[config.mk]
export PLATFORM = sky130hd
export DESIGN_NAME = vga_sync_rx
export DESIGN_NICKNAME = d
export VERILOG_FILES = /design/src/rtl/vga_sync_rx.sv
export SDC_FILE = /design/constraint.sdc
export NUM_CORES = 1
export LEC_CHECK = 0
export CORE_MARGIN = 3
export CORE_UTILIZATION = 46
export CTS_BUF_LIST = sky130_fd_sc_hd__clkbuf_2 sky130_fd_sc_hd__clkbuf_4 sky130_fd_sc_hd__clkbuf_8
export CTS_CLUSTER_SIZE = 40
export DETAILED_ROUTE_END_ITERATION = 10
export GPL_ROUTABILITY_DRIVEN = 0
export PLACE_DENSITY = 0.66
export SLEW_MARGIN = 20
export SYNTH_ARGS = -nofsm -noshare
export SYNTH_HDL_FRONTEND = slang
export SYNTH_SLANG_ARGS = --single-unit
[constraint.sdc]
create_clock -name clk1485 -period 4.7 [get_ports clk1485]
set_clock_uncertainty 0.1 [all_clocks]
set_input_delay 0.47 -clock clk1485 [delete_from_list [all_inputs] [get_ports clk1485]]
set_output_delay 0.47 -clock clk1485 [all_outputs]
set_load 0.1 [all_outputs]
[src/rtl/vga_sync_rx.sv]
// vga_sync_rx: recovers pixel coordinates from a positive-polarity hsync/vsync
// video stream and checks that the timing is stable before flagging pixels valid.
//   clk1485      pixel clock
//   rst_n        synchronous reset, active-high (asserted = 1)
//   h_sync/v_sync  sync inputs, positive polarity
//   rgb_in       pixel {R,G,B} 4 bits each
//   x/y/rgb_out  coordinates and pixel of the current beat (2 cycles after input)
//   pix_valid    active pixel while locked
//   frame_start  pulse on the x=0,y=0 valid beat
//   locked       timing stable
//   h_total/v_total  last measured line length (cycles) / frame length (lines)
//   sync_err     pulse on loss of lock or hsync timeout
module vga_sync_rx #(
    parameter int unsigned H_OFFSET    = 192,
    parameter int unsigned H_ACTIVE    = 1920,
    parameter int unsigned V_OFFSET    = 41,
    parameter int unsigned V_ACTIVE    = 1080,
    parameter int unsigned LOCK_FRAMES = 2
) (
    input  logic        clk1485,
    input  logic        rst_n,
    input  logic        h_sync,
    input  logic        v_sync,
    input  logic [11:0] rgb_in,
    output logic [13:0] x,
    output logic [13:0] y,
    output logic [11:0] rgb_out,
    output logic        pix_valid,
    output logic        frame_start,
    output logic        locked,
    output logic [13:0] h_total,
    output logic [13:0] v_total,
    output logic        sync_err
);

    localparam int unsigned CW  = 14;
    localparam int unsigned CW1 = CW + 1;
    localparam int unsigned PW  = 12;
    localparam int unsigned MW  = 4;

    localparam logic [CW-1:0] CNT_MAX = '1;
    localparam logic [CW:0]   H_LO    = CW1'(H_OFFSET);
    localparam logic [CW:0]   H_HI    = CW1'(H_OFFSET + H_ACTIVE);
    localparam logic [CW:0]   V_LO    = CW1'(V_OFFSET);
    localparam logic [CW:0]   V_HI    = CW1'(V_OFFSET + V_ACTIVE);
    localparam logic [MW-1:0] LOCK_N  = MW'(LOCK_FRAMES);

    typedef enum logic [1:0] {
        ST_SEARCH  = 2'd0,
        ST_MEASURE = 2'd1,
        ST_LOCKED  = 2'd2
    } state_e;

    state_e state_q, state_d;

    // input sample stage
    logic          hs_q, vs_q, hs_prev_q, vs_prev_q;
    logic [PW-1:0] rgb_s_q;

    // timing recovery state
    logic [CW-1:0] hcnt_q, hcnt_d, lcnt_q, lcnt_d;
    logic          arm_q, arm_d;
    logic          line_seen_q, line_seen_d;
    logic          hvalid_q, hvalid_d, vvalid_q, vvalid_d;
    logic          line_ok_q, line_ok_d;
    logic [MW-1:0] match_q, match_d;
    logic [CW-1:0] h_total_q, h_total_d, v_total_q, v_total_d;

    // output stage
    logic [CW-1:0] x_q, x_d, y_q, y_d;
    logic [PW-1:0] rgb_o_q, rgb_o_d;
    logic          pv_q, pv_d, fs_q, fs_d, locked_q, locked_d, err_q, err_d;

    // combinational helpers
    logic          hs_edge, vs_edge, fs_line, timeout, go_search;
    logic          line_chk, line_bad, frame_chk, frame_good, active;
    logic [CW-1:0] line_len, frame_len;
    logic [CW:0]   hx, lx;

    // counters, measurement and lock FSM next state
    always_comb begin
        hs_edge    = hs_q & ~hs_prev_q;
        vs_edge    = vs_q & ~vs_prev_q;
        // a vsync edge in the same sample as an hsync edge starts the frame on that line
        fs_line    = hs_edge & (arm_q | vs_edge);

        hcnt_d     = hs_edge ? '0 : ((hcnt_q == CNT_MAX) ? CNT_MAX : hcnt_q + CW'(1));
        lcnt_d     = fs_line ? '0 :
                     (hs_edge ? ((lcnt_q == CNT_MAX) ? CNT_MAX : lcnt_q + CW'(1)) : lcnt_q);
        // fires exactly once, on the sample where hcnt reaches saturation
        timeout    = ~hs_edge & (hcnt_q == CNT_MAX - CW'(1));

        line_len   = hcnt_q + CW'(1);
        frame_len  = lcnt_q + CW'(1);
        // the line/frame before the first edge seen is partial and never measured
        line_chk   = hs_edge & line_seen_q;
        line_bad   = line_chk & hvalid_q & (line_len != h_total_q);
        frame_chk  = fs_line & (state_q != ST_SEARCH);
        frame_good = line_ok_q & ~line_bad & (~vvalid_q | (frame_len == v_total_q));

        state_d     = state_q;
        match_d     = match_q;
        err_d       = 1'b0;
        go_search   = 1'b0;
        arm_d       = fs_line ? 1'b0 : (vs_edge ? 1'b1 : arm_q);
        line_seen_d = line_seen_q | hs_edge;
        h_total_d   = line_chk ? line_len : h_total_q;
        hvalid_d    = hvalid_q | line_chk;
        v_total_d   = frame_chk ? frame_len : v_total_q;
        vvalid_d    = vvalid_q | frame_chk;
        line_ok_d   = fs_line ? 1'b1 : (line_ok_q & ~line_bad);

        case (state_q)
            ST_SEARCH: begin
                if (fs_line) begin
                    state_d = ST_MEASURE;
                    match_d = '0;
                end
            end
            ST_MEASURE: begin
                if (frame_chk) begin
                    if (frame_good) begin
                        match_d = match_q + MW'(1);
                        if (match_q + MW'(1) == LOCK_N) begin
                            state_d = ST_LOCKED;
                        end
                    end else begin
                        match_d = '0;
                    end
                end
            end
            ST_LOCKED: begin
                if (line_bad | (frame_chk & (frame_len != v_total_q))) begin
                    state_d   = ST_SEARCH;
                    err_d     = 1'b1;
                    go_search = 1'b1;
                end
            end
            default: begin
                state_d   = ST_SEARCH;
                go_search = 1'b1;
            end
        endcase

        if (timeout) begin
            err_d     = (state_q == ST_LOCKED);
            state_d   = ST_SEARCH;
            go_search = 1'b1;
        end

        // restart measurement from scratch; reported totals are kept
        if (go_search) begin
            line_seen_d = 1'b0;
            hvalid_d    = 1'b0;
            vvalid_d    = 1'b0;
            match_d     = '0;
        end

        // output stage: pixels are valid only while lock holds through this sample
        hx       = {1'b0, hcnt_d};
        lx       = {1'b0, lcnt_d};
        active   = (hx >= H_LO) && (hx < H_HI) && (lx >= V_LO) && (lx < V_HI);
        pv_d     = active & (state_q == ST_LOCKED) & (state_d == ST_LOCKED);
        x_d      = pv_d ? (hcnt_d - CW'(H_OFFSET)) : '0;
        y_d      = pv_d ? (lcnt_d - CW'(V_OFFSET)) : '0;
        rgb_o_d  = pv_d ? rgb_s_q : '0;
        fs_d     = pv_d & (hcnt_d == CW'(H_OFFSET)) & (lcnt_d == CW'(V_OFFSET));
        locked_d = (state_q == ST_LOCKED);
    end

    // state and pipeline registers
    always_ff @(posedge clk1485) begin
        if (rst_n) begin
            state_q     <= ST_SEARCH;
            hs_q        <= 1'b0;
            vs_q        <= 1'b0;
            hs_prev_q   <= 1'b0;
            vs_prev_q   <= 1'b0;
            rgb_s_q     <= '0;
            hcnt_q      <= '0;
            lcnt_q      <= '0;
            arm_q       <= 1'b0;
            line_seen_q <= 1'b0;
            hvalid_q    <= 1'b0;
            vvalid_q    <= 1'b0;
            line_ok_q   <= 1'b0;
            match_q     <= '0;
            h_total_q   <= '0;
            v_total_q   <= '0;
            x_q         <= '0;
            y_q         <= '0;
            rgb_o_q     <= '0;
            pv_q        <= 1'b0;
            fs_q        <= 1'b0;
            locked_q    <= 1'b0;
            err_q       <= 1'b0;
        end else begin
            state_q     <= state_d;
            hs_q        <= h_sync;
            vs_q        <= v_sync;
            hs_prev_q   <= hs_q;
            vs_prev_q   <= vs_q;
            rgb_s_q     <= rgb_in;
            hcnt_q      <= hcnt_d;
            lcnt_q      <= lcnt_d;
            arm_q       <= arm_d;
            line_seen_q <= line_seen_d;
            hvalid_q    <= hvalid_d;
            vvalid_q    <= vvalid_d;
            line_ok_q   <= line_ok_d;
            match_q     <= match_d;
            h_total_q   <= h_total_d;
            v_total_q   <= v_total_d;
            x_q         <= x_d;
            y_q         <= y_d;
            rgb_o_q     <= rgb_o_d;
            pv_q        <= pv_d;
            fs_q        <= fs_d;
            locked_q    <= locked_d;
            err_q       <= err_d;
        end
    end

    assign x           = x_q;
    assign y           = y_q;
    assign rgb_out     = rgb_o_q;
    assign pix_valid   = pv_q;
    assign frame_start = fs_q;
    assign locked      = locked_q;
    assign h_total     = h_total_q;
    assign v_total     = v_total_q;
    assign sync_err    = err_q;

endmodule

==> impl_results.md <==
- Final HPWL DP: 12.98 mm
- Flop pwr share: around half
- Clk pwr share: 39.2%
- Final nets: between 800 and 900
- Clk_lat worst skew: roughly 0.45 ns
- LEAKAGE: 2.802 nW
- Vias in the first global route: ~6000
- CTS hold repair buffers: 0
- Final worst-path cycle share: 83.18%
- Status: completed
- # placed instances: 996
- Post-synthesis instance area: 0.006703 mm2
- # Post-CTS Setup Buffers: 0
- Syn avg cell area: 8.593 um2
- Final Hold Viols: 0
- Crit-path max FO: 34
- Setup TNS: 0 ns
- DP Worst Slack: around 0.8 ns
- DIE HEIGHT: 126.7 um
- Root buf cell: clkbuf_8
- Post-CTS resize count: 0
- Initial Util: 47.73%
- Pwr dens: ~270 mW/mm2
- Setup WS post-layout: 0.7906 ns
- Reg clk slew, reported paths: 0.07 ns
- Detailed-route DRC error count: 0
- Post-synth cell types: 82
- Period minus WS final: between 3 and 4 ns
- MaxCap Viol Count: 0
- Ys flop type: dfxtp_1
- Global route overflow: 0
- FFs w/ async S/R, synth: 0%
- Worst Setup Start Kind: flop
- Die area: 0.01606 mm2
- Final setup fails: 0
- Peak supply drop: approximately 0.24 mV
- Die W: 126.7 um
- Number of antenna violations at the first check in global routing: 0
- Post-DRT Antenna Nets: 0
- Net Count, Synth: 805
- Clock buffer count from CTS: 17
- Drt first-iter violations: between 700 and 800
- CTS tree: yes
- RSZ-0062 raised after global routing: no
- First-pass GRT wire length: between 20 and 30 mm
- Slew HR: 31.73%
- Crit. End Element: flop
- Power share of the combinational group: 9.0%
- H-tree Lvls: 4
- Via-per-instance ratio: 5.931
- Largest net degree at the start of global routing: 42
- Pre-Repair DR Iteration Count: 6
- Worst hold slack: 0.3162 ns
- WP data required: 4.94 ns
- Syn Inst Count: 780
- Crit path arrival time: about 4.2 ns
- Seq. cell area: around 0.0025 mm2
- GRT Util Overall: 22.87%
- Worst Hold Class: reg -> reg
- Post-synth EDFFs: 0
- Via count: 6079
- Synth Warn #: 0
- Routed WL per cell: around 18 um
- CP Class: reg -> reg
- Total core area: 0.01404 mm2
- Area grow syn2layout: 18.16%
- FP Rows: between 40 and 50
- Port Buffer Count: 87
- Clock buffer depth: 2
- Worst-Margin Slew: 1.024 ns
- Final Non-Filler Cells: 1025
- Fin. max-slew vios: 0
- Pint: roughly 1.6 mW
- Routed WL: 18.17 mm
- Sequential cell area fraction in the yosys report: ~38%
- #FFs+latches synth: about 130
- # IOs: 88
- Fmax: 255.8 MHz
- Layout cells sized above 1: approximately 8.2%
- Switching share of power: 26.07%
- Clock Sinks: 127
- N_diodes: 0
- Fillers: 1270
- Multi-input logic area: 0.003746 mm2
- Net load switching power: ~0.56 mW
[logic make-up after synthesis]
group,Yosys count,share of synthesized area (%)
simple gates,300,24.42
mux,4,0.6160
flops,127,37.93
fa+ha+maj,9,1.680
buf+inv,92,6.197
compound gates,192,21.71
other cells,1,0.05595
xor+xnor,55,7.392
[power groups by stage]
stage	combinational [mW]	sequential (mW)	clock, mW
3_3_place_gp	0.190	1.14	0
4_1_cts	0.194	1.11	0.857
3_5_place_dp	0.193	1.14	0
5_1_grt	0.211	1.11	0.911
2_1_floorplan	0.109	1.17	0
6_report	0.194	1.11	0.844
[sequential cells by signal, summed over array words and instances, names as in the netlist, 12 cells and up]
name	flops
h_total	14
hcnt_q	14
lcnt_q	14
v_total	14
x	14
y	14
rgb_out	12
rgb_s_q	12
[cell type report]
type	instances	share of cell area (%)
clock inverters	6	0.4423
clock buffers	23	3.918
flip-flops and latches	127	32.10
repair buffers	98	11.97
well taps	180	2.844
multi-input cells	561	47.30
inverters	30	1.422
[critical path: stages, from the launching register on]
cell       delay [ns]
dfxtp_1          0.47
ha_1             0.25
nand3_1          0.41
nor3_2           0.48
xor2_1           0.18
a2111oi_2        0.44
nand2_1          0.12
o22ai_2          0.30
nand4b_4         0.52
a2111oi_2        0.52
[cell usage after synthesis, types with 7 or more instances]
cell      number  area share (%)
a211oi_1      62             6.9
a21oi_1       29             2.2
a31oi_1        9            0.84
and2_1         7            0.65
and3_1        14             1.3
buf_2         22             1.6
clkbuf_1      28             1.6
dfxtp_1      127              38
ha_1           9             1.7
inv_1         30             1.7
nand2_1       43             2.4
nand2b_1      11             1.0
nand3_1       28             2.1
nand4_1       17             1.6
nor2_1        86             4.8
nor2b_1       28             2.6
nor3_1        23             1.7
o21ai_0       10            0.75
xnor2_1       38             5.0
xor2_1        16             2.1
[metrics by stage]
| stage | cell area (um2) | total power, mW | utilization [%] |
|---|---|---|---|
| 2_1_floorplan | 6703 | 1.274 | - |
| 3_3_place_gp | 7574 | 1.327 | 53.93 |
| 3_5_place_dp | 7574 | 1.331 | 53.93 |
| 4_1_cts | 7919 | 2.164 | 56.39 |
| 5_1_grt | 7920 | 2.236 | 56.40 |
| 6_report | 7920 | 2.150 | 56.40 |
[path summary, 6_finish.rpt]
| kind | from | to | slack [ns] | cells after the start |
|---|---|---|---|---|
| max | lcnt_q[0] | y[5] | 0.79 | 9 |
| min reg2reg | rgb_s_q[4] | rgb_out[4] | 0.32 | 2 |
| max reg2reg | lcnt_q[0] | y[5] | 0.79 | 9 |
| min | rgb_s_q[4] | rgb_out[4] | 0.32 | 2 |
[routing by layer]
layer	vias up	GRT usage (%)	routed length, um
met5	-	0	0
met4	0	8.454	457
met3	49	5.558	991
met2	213	38.36	8993
met1	2883	28.56	7722
li1	2934	-	-
[layout by cell type, fill, tap and decap left out, types with 22 or more instances in the layout]
cell type / Yosys / final
dfxtp_1: 127 / 127
nor2_1: 86 / 86
clkdlybuf4s50_1: 0 / 86
a211oi_1: 62 / 62
nand2_1: 43 / 43
xnor2_1: 38 / 38
inv_1: 30 / 30
a21oi_1: 29 / 29
nand3_1: 28 / 28
nor2b_1: 28 / 28
nor3_1: 23 / 23
clkbuf_8: 0 / 22
No activity file was read; power rests on OpenSTA's default activity.
